File: config.mk
export PLATFORM = sky130hd
export DESIGN_NAME = gate_ctl_flat
export DESIGN_NICKNAME = d
export VERILOG_FILES = /design/src/rtl/gate_ctl_if.sv /design/src/rtl/gate_ctl.sv /design/src/flat_wrapper.sv
export SDC_FILE = /design/constraint.sdc
export NUM_CORES = 1
export LEC_CHECK = 0
export ABC_AREA = 1
export BUFFER_PORTS_ARGS = -buffer_cell sky130_fd_sc_hd__buf_2
export CAP_MARGIN = 20
export CORE_ASPECT_RATIO = 1.4
export CORE_UTILIZATION = 54
export CTS_CLUSTER_DIAMETER = 50
export DETAILED_ROUTE_END_ITERATION = 7
export PLACE_DENSITY_LB_ADDON = 0.25
export SLEW_MARGIN = 10
export SYNTH_ARGS = -nofsm -noshare
export SYNTH_HDL_FRONTEND = slang
export SYNTH_SLANG_ARGS = --single-unit
export TNS_END_PERCENT = 10
File: constraint.sdc
create_clock -name clk -period 1.7 [get_ports clk]
set_input_delay 0 -clock clk [delete_from_list [all_inputs] [get_ports clk]]
set_output_delay 0 -clock clk [all_outputs]
set_load 0.05 [all_outputs]
File: src/rtl/gate_ctl_if.sv
// Gate controller bus: frame strobe, request, player position in; gate status out.
interface gate_ctl_if;
    logic        v_tick;
    logic        button_pressed;
    logic [11:0] xpos_player;
    logic        gate_open;
    logic [7:0]  gate_height;
    logic [1:0]  gate_state;

    // Environment side: drives strobe, request and position, observes the gate.
    modport master (
        output v_tick,
        output button_pressed,
        output xpos_player,
        input  gate_open,
        input  gate_height,
        input  gate_state
    );

    // Controller side.
    modport slave (
        input  v_tick,
        input  button_pressed,
        input  xpos_player,
        output gate_open,
        output gate_height,
        output gate_state
    );
endinterface

File: src/rtl/gate_ctl.sv
// Gate controller: opens on request, holds open for a frame count, never closes on
// a player standing in the gate zone, and reverses a closing gate on request/occupancy.
// All state advances only on the rising edge of the frame strobe.
module gate_ctl #(
    parameter int unsigned GATE_X_MIN  = 350,
    parameter int unsigned GATE_X_MAX  = 450,
    parameter int unsigned GATE_H      = 100,
    parameter int unsigned STEP        = 4,
    parameter int unsigned HOLD_FRAMES = 120
) (
    input  logic        clk,
    input  logic        rst,
    gate_ctl_if.slave   bus
);

    localparam int unsigned HW = 8;
    localparam int unsigned XW = 12;

    localparam logic [HW-1:0] H_FULL = HW'(GATE_H);
    localparam logic [HW-1:0] H_STEP = HW'(STEP);
    localparam logic [HW-1:0] H_NEAR = HW'(GATE_H - STEP);
    localparam logic [HW-1:0] HOLD_N = HW'(HOLD_FRAMES);
    localparam logic [XW-1:0] X_MIN  = XW'(GATE_X_MIN);
    localparam logic [XW-1:0] X_MAX  = XW'(GATE_X_MAX);

    typedef enum logic [1:0] {
        ST_CLOSED  = 2'd0,
        ST_OPENING = 2'd1,
        ST_OPEN    = 2'd2,
        ST_CLOSING = 2'd3
    } state_e;

    state_e        state_q,  state_d;
    logic [HW-1:0] height_q, height_d;
    logic [HW-1:0] hold_q,   hold_d;
    logic          open_q,   open_d;
    logic          v_tick_old_q;

    logic          tick_c;
    logic          in_zone_c;

    // Frame tick is the rising edge of the level strobe.
    assign tick_c    = bus.v_tick & ~v_tick_old_q;
    assign in_zone_c = (bus.xpos_player >= X_MIN) && (bus.xpos_player <= X_MAX);

    // Strobe history, updated every clock.
    always_ff @(posedge clk) begin
        if (rst) begin
            v_tick_old_q <= 1'b0;
        end else begin
            v_tick_old_q <= bus.v_tick;
        end
    end

    // State, height, hold counter and open flag registers.
    always_ff @(posedge clk) begin
        if (rst) begin
            state_q  <= ST_CLOSED;
            height_q <= H_FULL;
            hold_q   <= '0;
            open_q   <= 1'b0;
        end else begin
            state_q  <= state_d;
            height_q <= height_d;
            hold_q   <= hold_d;
            open_q   <= open_d;
        end
    end

    // Next-state, height and hold counter; everything holds between frame ticks.
    always_comb begin
        state_d  = state_q;
        height_d = height_q;
        hold_d   = hold_q;

        unique case (state_q)
            ST_CLOSED: begin
                if (tick_c && bus.button_pressed) begin
                    state_d = ST_OPENING;
                end
            end

            ST_OPENING: begin
                // Runs to completion; the request is remembered by the state itself.
                if (tick_c) begin
                    if (height_q <= H_STEP) begin
                        height_d = '0;
                        state_d  = ST_OPEN;
                        hold_d   = HOLD_N;
                    end else begin
                        height_d = height_q - H_STEP;
                    end
                end
            end

            ST_OPEN: begin
                if (tick_c) begin
                    if (bus.button_pressed) begin
                        hold_d = HOLD_N;
                    end else if (hold_q != '0) begin
                        hold_d = hold_q - HW'(1);
                    end else if (!in_zone_c) begin
                        state_d = ST_CLOSING;
                    end
                end
            end

            ST_CLOSING: begin
                // Reversal wins over further closing motion.
                if (tick_c) begin
                    if (bus.button_pressed || in_zone_c) begin
                        state_d = ST_OPENING;
                    end else if (height_q >= H_NEAR) begin
                        height_d = H_FULL;
                        state_d  = ST_CLOSED;
                    end else begin
                        height_d = height_q + H_STEP;
                    end
                end
            end

            default: begin
                state_d  = ST_CLOSED;
                height_d = H_FULL;
                hold_d   = '0;
            end
        endcase
    end

    // Open flag tracks the state it will be registered alongside.
    always_comb begin
        open_d = (state_d == ST_OPEN);
    end

    assign bus.gate_open   = open_q;
    assign bus.gate_height = height_q;
    assign bus.gate_state  = state_q;

endmodule

File: src/flat_wrapper.sv
// flat-port wrapper written by rule: the top's interface ports become plain ports
module gate_ctl_flat 
#(
    parameter int unsigned GATE_X_MIN  = 350,
    parameter int unsigned GATE_X_MAX  = 450,
    parameter int unsigned GATE_H      = 100,
    parameter int unsigned STEP        = 4,
    parameter int unsigned HOLD_FRAMES = 120
)
  (clk, rst, bus_v_tick, bus_button_pressed, bus_xpos_player, bus_gate_open, bus_gate_height, bus_gate_state);
  gate_ctl_if bus_i ();
  input  logic clk;
  input  logic rst;
  input wire logic [$bits(bus_i.v_tick)-1:0] bus_v_tick;
  input wire logic [$bits(bus_i.button_pressed)-1:0] bus_button_pressed;
  input wire logic [$bits(bus_i.xpos_player)-1:0] bus_xpos_player;
  output wire logic [$bits(bus_i.gate_open)-1:0] bus_gate_open;
  output wire logic [$bits(bus_i.gate_height)-1:0] bus_gate_height;
  output wire logic [$bits(bus_i.gate_state)-1:0] bus_gate_state;
  assign bus_i.v_tick = bus_v_tick;
  assign bus_i.button_pressed = bus_button_pressed;
  assign bus_i.xpos_player = bus_xpos_player;
  assign bus_gate_open = bus_i.gate_open;
  assign bus_gate_height = bus_i.gate_height;
  assign bus_gate_state = bus_i.gate_state;
  gate_ctl #(.GATE_X_MIN(GATE_X_MIN), .GATE_X_MAX(GATE_X_MAX), .GATE_H(GATE_H), .STEP(STEP), .HOLD_FRAMES(HOLD_FRAMES)) u_core (.clk(clk), .rst(rst), .bus(bus_i));
endmodule
# Word-level counts from Yosys, hierarchy flattened
# Cells that the tools add are included.
[word_totals]
register_bits = 20
latch_bits = 0
ramBits = 0
romBits = 0
input_bits = 16
output_inout_bits = 11
elab_cells = 56
mem_count = 0
[classes]
add_sub_neg = 3
mul = 0
div = 0
magnitude_cmp = 4
eq_ne = 10
shifts = 0
muxes = 23
bitwise_logic = 2
reduce_logical = 9
[op_table]
columns = ["cell", "count"]
rows = [
  ["$mux W8", 10],
  ["$pmux W8 S2", 2],
  ["$mux W2", 10],
  ["$ge A12 B9 Y1 const B", 1],
  ["$le A12 B9 Y1 const B", 1],
  ["$add A8 B3 Y8 const B", 1],
  ["$ge A8 B7 Y1 const B", 1],
  ["$le A8 B3 Y1 const B", 1],
  ["$ne A2 B1 Y1 const B", 4],
  ["$pmux W2 S4", 1],
  ["$reduce_bool A8 Y1", 1],
  ["$sub A8 B1 Y8 const B", 1],
  ["$sub A8 B3 Y8 const B", 1],
  ["$eq A2 B2 Y1 const B", 3],
  ["$reduce_and A5 Y1", 1],
  ["$reduce_and A4 Y1", 1],
  ["$reduce_bool A2 Y1", 2],
  ["$ne A3 B2 Y1 const B", 1],
  ["$eq A2 B1 Y1 const B", 1],
  ["$logic_and A1 B1 Y1", 2],
  ["$logic_not A2 Y1", 1],
  ["$ne A2 B2 Y1 const B", 1],
  ["$and A1 B1 Y1", 1],
  ["$logic_or A1 B1 Y1", 1],
  ["$not A1 Y1", 1],
]

# Depth between registers and ports, before layout
[logic_depth]
ltp_word = 8
mapped_depth = 12
depth_no_buf = 12

# Worst setup path after synthesis
# Ideal clock, no wire load.
[synth_path]
path_kind = "flip-flop to flip-flop"
startpoint = "register u_core.height_q[2], in the netlist u_core.bus.gate_height[2]"
endpoint = "register u_core.hold_q[0]"
setup_time_ps = 80
t_arrival_ps = 1838
t_required_ps = 1620
setup_slack_ps = -218
path_stages_with_launch = 11
path_buffers = 1
synth_period_minus_slack_ps = 1918
path_cell_list = "dfxtp_1 inv_1 ha_1 o21ai_2 nor2_4 nand3_2 nand2_1 nand2_2 buf_6 a21oi_1 a211oi_2"
[synth_via]
elab_chain_cells = 3
[synth_lines]
columns = ["item", "line", "rtl"]
rows = [
  ["start: declaration", "gate_ctl.sv:34", "logic [HW-1:0] height_q, height_d;"],
  ["start signal: assignment", "gate_ctl.sv:64", "height_q <= height_d;"],
  ["$le A8 B3 Y1", "gate_ctl.sv:86", "if (height_q <= H_STEP) begin"],
  ["$ne A2 B1 Y1 (no line)", "n/a", ""],
  ["$reduce_and A5 Y1 (no line)", "n/a", ""],
  ["end signal: assignment", "gate_ctl.sv:65", "hold_q <= hold_d;"],
  ["end: declaration", "gate_ctl.sv:35", "logic [HW-1:0] hold_q, hold_d;"],
]
# No other way between the ends.
# A chain may end at the register's enable or synchronous reset.

# Worst setup path after layout
[layout_path]
startpoint = "register u_core.hold_q[1]"
endpoint = "register u_core.hold_q[2]"
[layout_via]
elab_chain_cells = 5
word_cells_on_any_way = 8
classes_between = "1 x add/sub; 1 x eq/ne; 4 x mux; 2 x reduce/logical"
[layout_lines]
columns = ["item", "line", "rtl"]
rows = [
  ["$sub A8 B1 Y8", "gate_ctl.sv:101", "hold_d = hold_q - HW'(1);"],
  ["$mux W8", "gate_ctl.sv:100", "end else if (hold_q != '0) begin"],
  ["$mux W8", "gate_ctl.sv:98", "if (bus.button_pressed) begin"],
  ["$mux W8", "gate_ctl.sv:97", "if (tick_c) begin"],
  ["$pmux W8 S2", "gate_ctl.sv:76", "unique case (state_q)"],
]
# Parallel ways exist; a longest one is shown, timed or not. The select of a mux whose other input is x is not followed.

==> impl_metrics.tcl <==
set metrics [dict create \
    status "completed" \
    ys_types 29 \
    diodes 0 \
    core-area_mm2 0.002202 \
    powerDensity_mw_per_mm2 556.9 \
    yosysMostFrequentCell "nand2_1" \
    synthTopCellsByCount "37 x nand2_1, 24 x inv_1, 19 x nand3_1" \
    fin_skew_ns 0.01092 \
    port_buffers 24 \
    num_io_pins 27 \
    die_w_um 42.99 \
    firstDrtPassIters 4 \
    drv_slew 0 \
    startpoint "u_core.hold_q[1]$_SDFFE_PP0P_" \
    hold_viol 0 \
    grt_pass1_vias 1312 \
    route.detailed.drc 0 \
    wire_per_inst_um 13.11 \
    fin_crit_sh 0.9114 \
    vias_per_cell 5.587 \
    clock_path_buffers 2 \
    place.gp.congestion 0.8726 \
    vias 1352 \
    synth_area_per_cell_um2 6.546 \
    vdd_drop_max_mv 0.4382 \
    synthesis.area_mm2 0.001270 \
    required_ns 1.87 \
    yosys-top-cells-area "dfxtp_1 28%, nand2_1 11%, nand3_1 7.5%, inv_1 7.1%, a21oi_1 5.5%" \
    clk_pin_slew_ns 0.10 \
    worstSkewPairLatency_ns 0.30 \
    ys_ff_latch 18 \
    place_area_mm2 0.001398 \
    p_leak_uw 0.0006995 \
    whs_ns 0.04686 \
    dieArea_mm2 0.002552 \
    ys_seq_area_frac 0.2837 \
    fmax_mhz 645.5 \
    hold_class "in2reg" \
    path_class "reg2reg" \
    synth-edff-count 0 \
    r2r_cells 9 \
    period_minus_slack_ns 1.549 \
    setup_viol 0 \
    ys_warn_count 0 \
    die_y_um 59.38 \
    fin_ws_ns 0.1507 \
    numClockSinks 18 \
    antenna_found_initial 0 \
    cts_tree "built" \
    final_antenna_net_count 0 \
    worstPathArrival_ns 1.72 \
    drt_iter0_markers 43 \
    start_util 0.5767 \
    crit_path_end_kind "register" \
    crit_fanout 11 \
    hpwl_um 2383 \
    postLayoutCellArea_mm2 0.001455 \
    timing.rr.start "u_core.hold_q[1]$_SDFFE_PP0P_" \
    h-tree-depth 1 \
    hold_start "rst" \
    rows 20 \
    start_kind "register" \
    grt_overflow_total 0 \
    numCtsBuffers 3 \
    synth_cells 194 \
    grt_pass1_wl_um 5375 \
    synth_top_area_share 0.2837 \
    syn2layout_area_growth_pct 14.58 \
    drive_above_1_share 0.2364 \
    track_usage 0.2718 \
    postSynth.asyncResetShare 0 \
    ys.flop_type "dfxtp_1" \
    cts_root_buf "clkbuf_4" \
    wl_um 3172 \
    grt_max_degree 13 \
    nets 243 \
    pre_cts_slack_ns 0.05164 \
    yosysTopAreaCell "dfxtp_1" \
    whs_path_depth 2 \
    power_uw 810.3 \
    maxCapViolations 0 \
]
[sequential cells by signal, indices dropped and copies added, names as in the netlist]
register,count
u_core.bus.gate_height,6
u_core.bus.gate_open,1
u_core.hold_q,8
u_core.bus.gate_state,2
u_core.v_tick_old_q,1
[layout make-up]
cell class / instances / area (um^2)
inverters: 30 / 112.6
clock buffers: 3 / 22.52
fillers: 211 / 747.0
flip-flops and latches: 18 / 365.4
repair buffers: 27 / 145.1
multi-input cells: 142 / 782.0
well taps: 22 / 27.53
[critical path, stage by stage (launching register included)]
cell,delay (ns)
dfxtp_1,0.33
inv_1,0.08
ha_1,0.17
nand3_1,0.12
nor2_2,0.17
nand4_1,0.16
nand2_4,0.18
inv_2,0.08
nand4_1,0.08
a21oi_1,0.07
[where the power goes]
| group | leakage [uW] | internal, uW | switching, uW | total, uW |
|---|---|---|---|---|
| sequential | 0.000146 | 429 | 13.1 | 442 |
| clock | 0.0000138 | 82.5 | 129 | 212 |
| combinational | 0.000540 | 51.2 | 106 | 157 |
[layout by cell type, fill, tap and decap left out]
master	synthesis	final
nand3b_1	1	1
nand2_1	37	36
dfxtp_2	0	1
conb_1	1	2
xnor2_1	1	1
nand3_2	1	1
inv_2	5	7
ha_4	0	1
o211ai_1	1	1
nand3_1	19	19
o31ai_1	2	2
o21ai_1	4	7
nand4_1	8	8
dlygate4sd3_1	0	1
a211oi_2	1	1
nand2_2	3	3
o21ai_2	2	2
clkinv_1	1	1
nor2_2	0	1
dfxtp_4	0	1
nor4_1	1	1
or2_2	1	1
clkbuf_4	0	3
inv_1	24	22
xor2_1	3	3
nor3_1	3	3
buf_2	0	24
nor2_4	3	3
o21ai_0	14	11
buf_4	2	2
ha_1	5	4
nand2_4	0	1
dfxtp_1	18	16
a21oi_1	14	14
nor2_1	16	15
[path summary, 6_finish.rpt]
path | end | slack, ns
setup / recovery | u_core.hold_q[2]$_SDFFE_PP0P_ | 0.15
hold / removal | u_core.bus.gate_height[4]$_SDFFE_PP0P_ | 0.05
setup reg to reg | u_core.hold_q[2]$_SDFFE_PP0P_ | 0.15
hold reg to reg | u_core.hold_q[7]$_SDFFE_PP0P_ | 0.48
[timing repair]
action / in CTS / in global routing
setup endpoints to repair: 0 / 13
hold buffers: 1 / 0
buffers inserted: 0 / 0
gates resized for setup: 0 / 11
endpoints found under the hold margin: 1 / 0
[cells by family (layout without fill, tap and decap cells)]
group / Yosys count / after routing / synth area share
flops: 18 / 18 / 0.2837
fa+ha+maj: 5 / 5 / 0.04926
simple gates: 93 / 93 / 0.3478
buf+inv: 35 / 60 / 0.1212
xor+xnor: 4 / 4 / 0.02759
compound gates: 38 / 38 / 0.1675
other cells: 1 / 2 / 0.002953
[through the flow]
step,std cells,TNS [ns],util
2_1_floorplan,195,0,-
3_3_place_gp,238,0,0.6347
5_1_grt,242,-0.03842,0.6608
4_1_cts,242,0,0.6494
3_5_place_dp,238,0,0.6347
6_report,242,0,0.6608
[layer usage]
metal  global-route usage  part of all wire  wire length, um
met5                    0                 0                0
met1               0.3013              0.41             1303
met4               0.1342             0.026               82
met2               0.5087              0.54             1709
met3              0.02439             0.024               77
No activity file was read; power rests on OpenSTA's default activity.
